[config.mk]
export PLATFORM = sky130hd
export DESIGN_NAME = cmd_response_deserializer
export DESIGN_NICKNAME = d
export VERILOG_FILES = /design/src/rtl/cmd_response_deserializer.sv
export SDC_FILE = /design/constraint.sdc
export NUM_CORES = 1
export LEC_CHECK = 0
export ABC_AREA = 0
export CAP_MARGIN = 10
export CORE_ASPECT_RATIO = 1.2
export CORE_UTILIZATION = 55
export DETAILED_ROUTE_END_ITERATION = 10
export PLACE_DENSITY = 0.91
export SYNTH_ARGS = -nofsm -noshare
export SYNTH_HDL_FRONTEND = slang
export SYNTH_SLANG_ARGS = --single-unit
[constraint.sdc]
create_clock -name clk -period 2.8 [get_ports clk]
set_input_delay 0.56 -clock clk [delete_from_list [all_inputs] [get_ports clk]]
set_output_delay 0.56 -clock clk [all_outputs]
set_load 0.005 [all_outputs]
[src/rtl/cmd_response_deserializer.sv]
// SD-card CMD-line response receiver: waits for a start bit, shifts in a 48/136-bit frame, checks framing and CRC7.
// Optional CRC7 checking is built only when CMD_RESP_CRC_CHECK_EN is defined; otherwise crc_err is tied low.
module cmd_response_deserializer #(
   parameter int TIMEOUT_CYCLES = 64,
   parameter int BITS_COUNTER   = 8
) (
   input  logic         clk,
   input  logic         reset,
   input  logic         start,
   input  logic         long_resp,
   input  logic         cmd_in,
   output logic [135:0] resp,
   output logic         busy,
   output logic         done,
   output logic         timeout,
   output logic         frame_err,
   output logic         crc_err
);

   typedef enum logic [1:0] {IDLE, WAIT_START, RECEIVE} state_t;

   localparam logic [BITS_COUNTER-1:0] CNT_ONE    = BITS_COUNTER'(1);
   localparam logic [BITS_COUNTER-1:0] SHORT_LAST = BITS_COUNTER'(47);
   localparam logic [BITS_COUNTER-1:0] LONG_LAST  = BITS_COUNTER'(135);
   localparam logic [BITS_COUNTER-1:0] WAIT_LAST  = BITS_COUNTER'(TIMEOUT_CYCLES - 1);

   state_t                  state;
   logic                    long_q;
   logic [BITS_COUNTER-1:0] bit_cnt;
   logic [BITS_COUNTER-1:0] wait_cnt;
   logic [134:0]            shift;
   logic [135:0]            shift_next;
   logic                    last_bit;
   logic                    frame_bad;

   // bit_cnt holds the number of bits already captured, so last_bit marks the edge sampling the end bit
   always_comb begin
      shift_next = {shift, cmd_in};
      last_bit   = (bit_cnt == (long_q ? LONG_LAST : SHORT_LAST));
      frame_bad  = !cmd_in || (long_q ? shift_next[134] : shift_next[46]);
   end

   always_ff @(posedge clk or negedge reset) begin
      if (!reset) begin
         state     <= IDLE;
         long_q    <= 1'b0;
         bit_cnt   <= '0;
         wait_cnt  <= '0;
         shift     <= '0;
         resp      <= '0;
         busy      <= 1'b0;
         done      <= 1'b0;
         timeout   <= 1'b0;
         frame_err <= 1'b0;
      end else begin
         done      <= 1'b0;
         timeout   <= 1'b0;
         frame_err <= 1'b0;
         case (state)
            IDLE: begin
               if (start) begin
                  state    <= WAIT_START;
                  long_q   <= long_resp;
                  wait_cnt <= '0;
                  bit_cnt  <= '0;
                  shift    <= '0;
                  busy     <= 1'b1;
               end
            end
            WAIT_START: begin
               if (!cmd_in) begin
                  shift   <= shift_next[134:0];
                  bit_cnt <= CNT_ONE;
                  state   <= RECEIVE;
               end else begin
                  wait_cnt <= wait_cnt + CNT_ONE;
                  if (wait_cnt == WAIT_LAST) begin
                     timeout <= 1'b1;
                     busy    <= 1'b0;
                     state   <= IDLE;
                  end
               end
            end
            RECEIVE: begin
               shift   <= shift_next[134:0];
               bit_cnt <= bit_cnt + CNT_ONE;
               if (last_bit) begin
                  resp      <= shift_next;
                  frame_err <= frame_bad;
                  done      <= 1'b1;
                  busy      <= 1'b0;
                  state     <= IDLE;
               end
            end
            default: state <= IDLE;
         endcase
      end
   end

`ifdef CMD_RESP_CRC_CHECK_EN
   localparam logic [BITS_COUNTER-1:0] CRC_SHORT_LAST = BITS_COUNTER'(39);
   localparam logic [BITS_COUNTER-1:0] CRC_LONG_FIRST = BITS_COUNTER'(8);
   localparam logic [BITS_COUNTER-1:0] CRC_LONG_LAST  = BITS_COUNTER'(127);

   logic [6:0] crc;
   logic [6:0] crc_next;
   logic       crc_take;

   // Short frames cover bits 1-40; the start bit is 0 so skipping it leaves the zero seed untouched
   always_comb begin
      crc_take = long_q ? (bit_cnt >= CRC_LONG_FIRST && bit_cnt <= CRC_LONG_LAST)
                        : (bit_cnt <= CRC_SHORT_LAST);
      crc_next = {crc[5:0], 1'b0} ^ ((crc[6] ^ cmd_in) ? 7'h09 : 7'h00);
   end

   always_ff @(posedge clk or negedge reset) begin
      if (!reset) begin
         crc     <= '0;
         crc_err <= 1'b0;
      end else begin
         crc_err <= 1'b0;
         if (state == IDLE && start) begin
            crc <= '0;
         end else if (state == RECEIVE) begin
            if (crc_take) crc <= crc_next;
            if (last_bit) crc_err <= (crc != shift_next[7:1]);
         end
      end
   end
`else
   assign crc_err = 1'b0;
`endif

endmodule
Word level (Yosys, flattened, before mapping)
Cells that the tools add are included.

storage, ports and cells
  flip-flop bits (word level) = 294
  bits in latches = 0
  bits in writable memories = 0
  memory bits (read-only) = 0
  input bits = 5
  output and inout port bits = 141
  logic and storage cells = 60
  memories kept = 0

cells by class
  add/subtract/negate cells = 2
  multipliers = 0
  div/mod/pow operators = 0
  magnitude comparators = 0
  equal/unequal tests = 10
  shifts and indexed selects = 0
  mux-type cells = 27
  bitwise logic cells = 0
  reductions and logical operators = 11

operators by type and width
  kind                                                             number
  135-bit one-hot mux with 3 select lines                          1
  135-bit 2-to-1 mux                                               2
  8-bit 2-to-1 mux                                                 4
  8-bit one-hot mux with 3 select lines                            1
  8-bit by 1-bit adder with 8-bit output, second input constant    2
  8-bit one-hot mux with 2 select lines                            1
  1-bit 2-to-1 mux                                                 12
  2-bit != test, second input constant                             5
  3-bit AND reduction                                              3
  8-bit by 6-bit == test with 1-bit output, second input constant  1
  8-bit == test                                                    1
  2-bit 2-to-1 mux                                                 4
  2-bit one-hot mux with 3 select lines                            1
  5-bit AND reduction                                              1
  2-bit AND reduction                                              2
  3-bit != test, second input constant                             1
  1-bit one-hot mux with 3 select lines                            1
  3-bit nonzero test                                               1
  2-bit by 1-bit == test with 1-bit output, second input constant  1
  2-bit == test, second input constant                             1
  2-bit logical NOT                                                1
  2-bit nonzero test                                               1
  1-bit logical NOT                                                1
  1-bit logical OR                                                 1

Depth between registers and ports, before layout
Gate-level depths: netlist of the first run.

  word-level depth = 4
  gate-level depth with buffers = 10

Worst setup path before layout of the first run
No wires, ideal clock.

  path kind = reg-to-reg
  from = reg state[0]
  to = reg shift[100]
  library setup time = 83 ps
  data arrival time = 1854 ps
  required time = 2717 ps
  setup slack = 864 ps
  stages on the path, launching flop included = 10
  path buffers = 4
  period minus slack after synthesis = 1936 ps
  cell sequence = dfrtp_1 > inv_1 > ha_1 > clkbuf_1 > o21a_1 > clkbuf_1 > buf_2 > clkbuf_1 > nand2_1 > o21ai_0

on the way
  cells in the longest elaborated chain, start to end = 3
  elaborated cells on any way between the ends = 8

ends and longest elaborated chain
  what                                                                  RTL line  source
  start, declared                                                       27        state_t state;
  start signal, assigned                                                45        state <= IDLE;
  start signal, assigned                                                62        state <= WAIT_START;
  start signal, assigned                                                74        state <= RECEIVE;
  2-bit by 1-bit == test with 1-bit output (tied with other cells)      59        case (state)
  2-bit != test (no line) / 3-bit nonzero test (equally long branches)  --
  3-bit AND reduction (no line)                                         --
  end signal, assigned                                                  72        shift <= shift_next[134:0];
  end signal, assigned                                                  85        shift <= shift_next[134:0];
  end, declared                                                         31        logic [134:0] shift;

Several ways; a longest one is shown, not always the timed one.
A chain may end at the register's enable or synchronous reset.

Final worst setup path of the first run
  from = reg state[1]
  to = reg shift[128]

The elaborated chain is that of the path after synthesis.

==> out/qor.yml, run 1 <==
postRouteAntennaNets: 0
worstMarginPinSlew_ps: 673
holdPathEnd: "shift[134]"
layout_min_cycle_time_ps: 2150
layout_commonest_cell: "dfrtp_1"
avgRoutedWirePerCell_um: 17.0
final_layout_size_suffix_gt1_share_pct: 17.5
worstPathMaxFanout: 53
min_from: "shift[134]"
critical_path_class: "register to register"
gp_congestion: 0.834
final_cell_mix: "dfrtp_1, nand2_1, clkdlybuf4s50_1"
hpwl_um: 14900
cp-end-kind: "register"
status: "complete, no violations"
peakVddDrop_v: 0.000565
crit_arrival_ps: 2550
area_delta_synth_final_pct: 21.6
finalSetupTns_ps: 0
die-area_mm2: 0.0226
numCtsBuffers: 29
cp.required_ps: 3190
start_util_pct: 55.9
start_kind: "register"
syn-num-nets: 1021
grt_pass1_vias: 7928
num_antenna_cells: 0
max_freq_mhz: 464
drt_iter0_markers: 539
postSynth.asyncResetShare_pct: 100
core_mm2: 0.0216
p_seq_share_pct: 44.8
hold_class: "register to register"
slew_headroom_pct: 55.2
cts_tree: "yes"
vias: 7783
cts_setup_buffers: 0
hold_depth: 2
synth_warnings: 0
setup_viol: 0
io_pins: 146
post-route-period-util_pct: 76.9
ys.flop_type: "dfrtp_1"
rrSetupSlack_ps: 650
die_y_um: 164
syn_avg_cell_area_um2: 12.0
overflow: 0
switching_share_pct: 29.5
antenna_found_initial: 0
slew_viol_final: 0
path_clk_slew_ps: 70
synth_cell_types: 40
synthesis.area_mm2: 0.0121
clk_latency_ps: 540
p_int_mw: 6.87
regToRegEndpoint: "shift[128]"
fill_cells: 1434
vias_per_cell: 5.45
hold_viol: 0
rsz0062_at_grt: "false"
track_usage_pct: 22.3
maxCapViolCount: 0
drt_wl_total_um: 24200
p_leak_nw: 6.99
grt_max_degree: 135
p_per_area_mw_per_mm2: 662
drt_pass1_iterations: 7
switchingPower_mw: 2.88
p_comb_share_pct: 16.5
remaining_drc_errors: 0
syn_inst: 1010
cts_sinks: 294
fin_util_pct: 68.0
clockBufferDepth: 3
synth-seq-cells: 294
htreeDepth: 1
fin_skew_ps: 14.4
layout.nets: 1146
regToRegStartpoint: "state[1]"
yosysSeqAreaShare_pct: 60.8
die_width_um: 137
grt_pass1_wl_um: 40200
clock-root-buffer: "clkbuf_16"
port_buffers: 144
num_rows: 59
r2r.worst_path.cells: 7
synth_edf_count: 0
clockPowerShare_pct: 38.6
registers in the layout (all words and copies together), names as in the netlist:
name / flops
bit_cnt: 8
busy: 1
done: 1
frame_err: 1
long_q: 1
resp: 136
shift: 135
state: 2
timeout: 1
wait_cnt: 8
synthesized netlist by cell type, types with 2 or more instances:
cell | n | share of area, %
nand2b_1 | 2 | 0.10
mux2i_1 | 3 | 0.25
mux2_2 | 20 | 1.9
mux2_4 | 118 | 15
xor2_1 | 6 | 0.43
o22ai_1 | 2 | 0.10
a211oi_1 | 2 | 0.12
dfrtp_1 | 294 | 61
nand4_1 | 6 | 0.31
o31ai_1 | 4 | 0.25
nand3_1 | 7 | 0.29
buf_6 | 14 | 1.3
clkbuf_1 | 34 | 1.1
a21oi_1 | 7 | 0.29
and2_1 | 3 | 0.16
buf_2 | 15 | 0.62
ha_1 | 6 | 0.62
and4bb_1 | 2 | 0.21
or4_1 | 4 | 0.25
o21ai_0 | 140 | 5.8
nand2_1 | 281 | 8.7
inv_1 | 11 | 0.34
nor2_1 | 12 | 0.37
critical path, stage by stage (launching register included):
cell and delay [ps]:
dfrtp_1 400, inv_1 110, ha_1 340, nand2_1 220, nand3_4 240, buf_12 250
buf_4 300, o21ai_0 140
power groups by stage:
stage | Sequential (mW) | Combinational (mW) | Clock (mW)
2_1_floorplan | 4.43 | 1.15 | 0
3_3_place_gp | 4.44 | 1.56 | 0
3_5_place_dp | 4.44 | 1.60 | 0
4_1_cts | 4.36 | 1.62 | 3.85
5_1_grt | 4.37 | 1.80 | 4.03
6_report | 4.37 | 1.61 | 3.77
worst max-delay path by stage:
stage | startpoint | end | cells past startpoint | slack [ps]
final | state[1] | shift[128] | 7 | 650
after global routing | state[1] | shift[125] | 8 | 410
after CTS | state[1] | shift[128] | 7 | 640
after detailed placement | start | shift[9] | 6 | 440
after global placement | start | shift[10] | 6 | 510
after floorplan | state[0] | shift[100] | 9 | 860
area by class of cell:
cell class / count / area, µm² / area share, %
flip-flops and latches: 294 / 7360 / 50.0
multi-input cells: 640 / 4350 / 29.6
repair buffers: 159 / 1700 / 11.5
clock buffers: 43 / 858 / 5.83
well taps: 274 / 343 / 2.33
clock inverters: 8 / 68.8 / 0.468
inverters: 11 / 41.3 / 0.281
per-layer routing:
metal / track usage [%] / vias up / wire [µm]
met3: 3.65 / 53 / 1070
met4: 8.04 / 0 / 667
met5: 0 / - / 0
li1: - / 3624 / -
met1: 29.3 / 3887 / 10300
met2: 37.3 / 219 / 12200
stage by stage:
stage / instances / power, mW / cell area [µm²] / worst slack, ps / hold slack (ps)
6_report: 1429 / 9.75 / 14700 / 647 / 476
5_1_grt: 1429 / 10.2 / 14700 / 409 / 514
4_1_cts: 1429 / 9.83 / 14700 / 637 / 481
3_5_place_dp: 1377 / 6.05 / 13800 / 441 / 467
3_3_place_gp: 1377 / 6.00 / 13800 / 513 / 460
2_1_floorplan: 1010 / 5.58 / 12100 / 864 / 264
what timing repair did:
action | in CTS | in global routing
resized for setup | 0 | 0
hold buffers | 1 | 0
endpoints found under the hold margin | 53 | 0
cells by family after synthesis:
| group | synth area share, % |
|---|---|
| buffers and inverters | 3.41 |
| flip-flops | 60.8 |
| AND/OR/NAND/NOR | 10.8 |
| XOR/XNOR | 0.507 |
| adder cells (fa/ha/maj) | 0.620 |
| other | 0.0310 |
| multiplexers | 16.8 |
| AO/OA/AOI/OAI | 7.09 |
Power figures use the tool's default switching activity.
==> inputs of run 2 (changes only) <==
==> constraint.sdc (replaced) <==
create_clock -name clk -period 2.2 [get_ports clk]
set_input_delay 0.44 -clock clk [delete_from_list [all_inputs] [get_ports clk]]
set_output_delay 0.44 -clock clk [all_outputs]
set_load 0.005 [all_outputs]
==> run 2 against run 1 <==
  * Clock skew increased by 4.5 ps
  * Register-to-register slack got worse by 510 ps
  * Worst hold slack got worse by 70 ps
  * First-iteration DRC count decreased by 8.2%
  * Die area unchanged
  * Global-route usage increased by 0.35 points
  * Setup slack got worse by 510 ps
  * Total power increased by 26%
  * Utilization increased by 0.54 points
  * Via count increased by 0.33%
  * Sequential share of layout area decreased by 0.40 points
  * Clock-buffer cell count increased by 2
  * Largest cell class unchanged
  * Largest power group unchanged
==> out/qor.yml, run 2 (synthesis gave the netlist of run 1 again) <==
status: "complete, no violations"
path_clk_slew_ps: 60  # about the same
grt_pass1_vias: 7956  # +0.35%
startpoint: "bit_cnt[3]"
num_antenna_cells: 0  # unchanged
clock-root-buffer: "clkbuf_16"
port_buffers: 144  # unchanged
final_layout_size_suffix_gt1_share_pct: 18.0  # +0.51 points
regToRegStartpoint: "bit_cnt[3]"
die_width_um: 137  # unchanged
finalSetupTns_ps: 0  # unchanged
maxCapViolCount: 0  # unchanged
clk_latency_ps: 540  # about the same
area_delta_synth_final_pct: 22.6
drt_iter0_markers: 495  # -8.2%
vias_per_cell: 5.42  # -0.50%
io_pins: 146  # unchanged
fin_cells: 1441  # +0.84%
layout_min_cycle_time_ps: 2060  # -90.7 ps
clockBufferDepth: 3  # unchanged
start_kind: "register"
reg_top3: "resp x136, shift x135"
slew_viol_final: 0  # unchanged
vias: 7809  # +0.33%
layout.nets: 1161  # +1.3%
grt_pass1_wl_um: 40900  # +1.7%
num_rows: 59  # unchanged
numCtsBuffers: 29  # unchanged
cts_setup_buffers: 0  # unchanged
start_util_pct: 55.9  # unchanged
remaining_drc_errors: 0  # unchanged
critical_path_class: "register to register"
cts_sinks: 294  # unchanged
r2r.worst_path.cells: 6  # -1
avgRoutedWirePerCell_um: 17.2  # +1.6%
setup_viol: 0  # unchanged
track_usage_pct: 22.6  # +0.35 points
postRouteAntennaNets: 0  # unchanged
cts_tree: "yes"
drt_wl_total_um: 24800  # +2.4%
layout_commonest_cell: "dfrtp_1"
fin_skew_ps: 18.9  # +4.50 ps
drt_pass1_iterations: 5  # -2
rsz0062_at_grt: "false"
p_per_area_mw_per_mm2: 830  # +25%
hold_viol: 0  # unchanged
antenna_found_initial: 0  # unchanged
max_freq_mhz: 485  # +4.4%
core_mm2: 0.0216  # unchanged
hold_class: "input port to asynchronous set/reset pin"
gp_congestion: 0.844  # +1.2%
p_leak_nw: 7.04  # +0.73%
cp-end-kind: "register"
die_y_um: 164  # unchanged
crit_arrival_ps: 2470  # -80 ps
grt_max_degree: 110  # -19%
cp.required_ps: 2610  # -580 ps
post-route-period-util_pct: 93.8  # +17 points
die-area_mm2: 0.0226  # unchanged
final_cell_mix: "dfrtp_1, nand2_1, clkdlybuf4s50_1"
peakVddDrop_v: 0.000722  # +28%
fin_total_pwr_mw: 12.3  # +26%
htreeDepth: 1  # unchanged
worstPathMaxFanout: 10  # -81%
regMostFlops: "resp"
overflow: 0  # unchanged
placedInstanceArea_mm2: 0.0140  # +1.3%
final_cell_area_mm2: 0.0148  # +0.80%
largest_register_ffs: 136  # unchanged
placed_cells: 1392  # +1.1%
hpwl_um: 15700  # +5.4%
-- run 2: path summary, 6_finish.rpt --
path | end | slack, ps
setup / recovery | resp[121] | 140
hold / removal | resp[108] | 410
setup reg to reg | resp[121] | 140
hold reg to reg | shift[134] | 490
max in group asynchronous | resp[52] | 1070
min in group clk | shift[134] | 490
-- run 2: layer usage --
metal | vias to the layer above | track usage, % | wire length [µm]
met2 | 190 | 38.5 | 12700
li1 | 3650 | - | -
met5 | - | 0 | 0
met4 | 0 | 6.09 | 478
met1 | 3932 | 30.0 | 10500
met3 | 37 | 3.62 | 1070
-- run 2: where the power goes --
group          switching (mW)  total (mW)  internal, mW
registers              0.0728        5.56          5.48
clock network            1.96        4.57          2.61
logic                    1.65        2.19         0.543
total                    3.68        12.3          8.64
-- run 2: layout make-up --
| cell class | instances | area (µm²) |
|---|---|---|
| clock buffers | 45 | 846 |
| repair buffers | 174 | 1870 |
| inverters | 11 | 41.3 |
| multi-input cells | 640 | 4350 |
| fillers | 1434 | 6790 |
| flip-flops and latches | 294 | 7360 |
| clock inverters | 3 | 23.8 |
| well taps | 274 | 343 |
-- run 2: timing repair --
action | in CTS | in global routing
hold buffers | 1 | 0
gates resized for setup | 0 | 0
hold endpoints to repair | 43 | 0
-- run 2: worst max-delay path, cell delays in order (launching register included) --
cell and delay (ps):
dfrtp_1 450, and4bb_1 320, o2111ai_2 170, or2_4 320
buf_12 170, buf_4 190, mux2_4 310
-- run 2: per-stage QoR --
| step | setup WS (ps) | hold slack (ps) | util (%) |
|---|---|---|---|
| after floorplan | 264 | 144 | - |
| after global placement | 100 | 378 | 64.5 |
| after detailed placement | 80.2 | 381 | 64.5 |
| after CTS | 141 | 406 | 68.6 |
| after global routing | 63.7 | 419 | 68.6 |
| final | 137 | 406 | 68.6 |
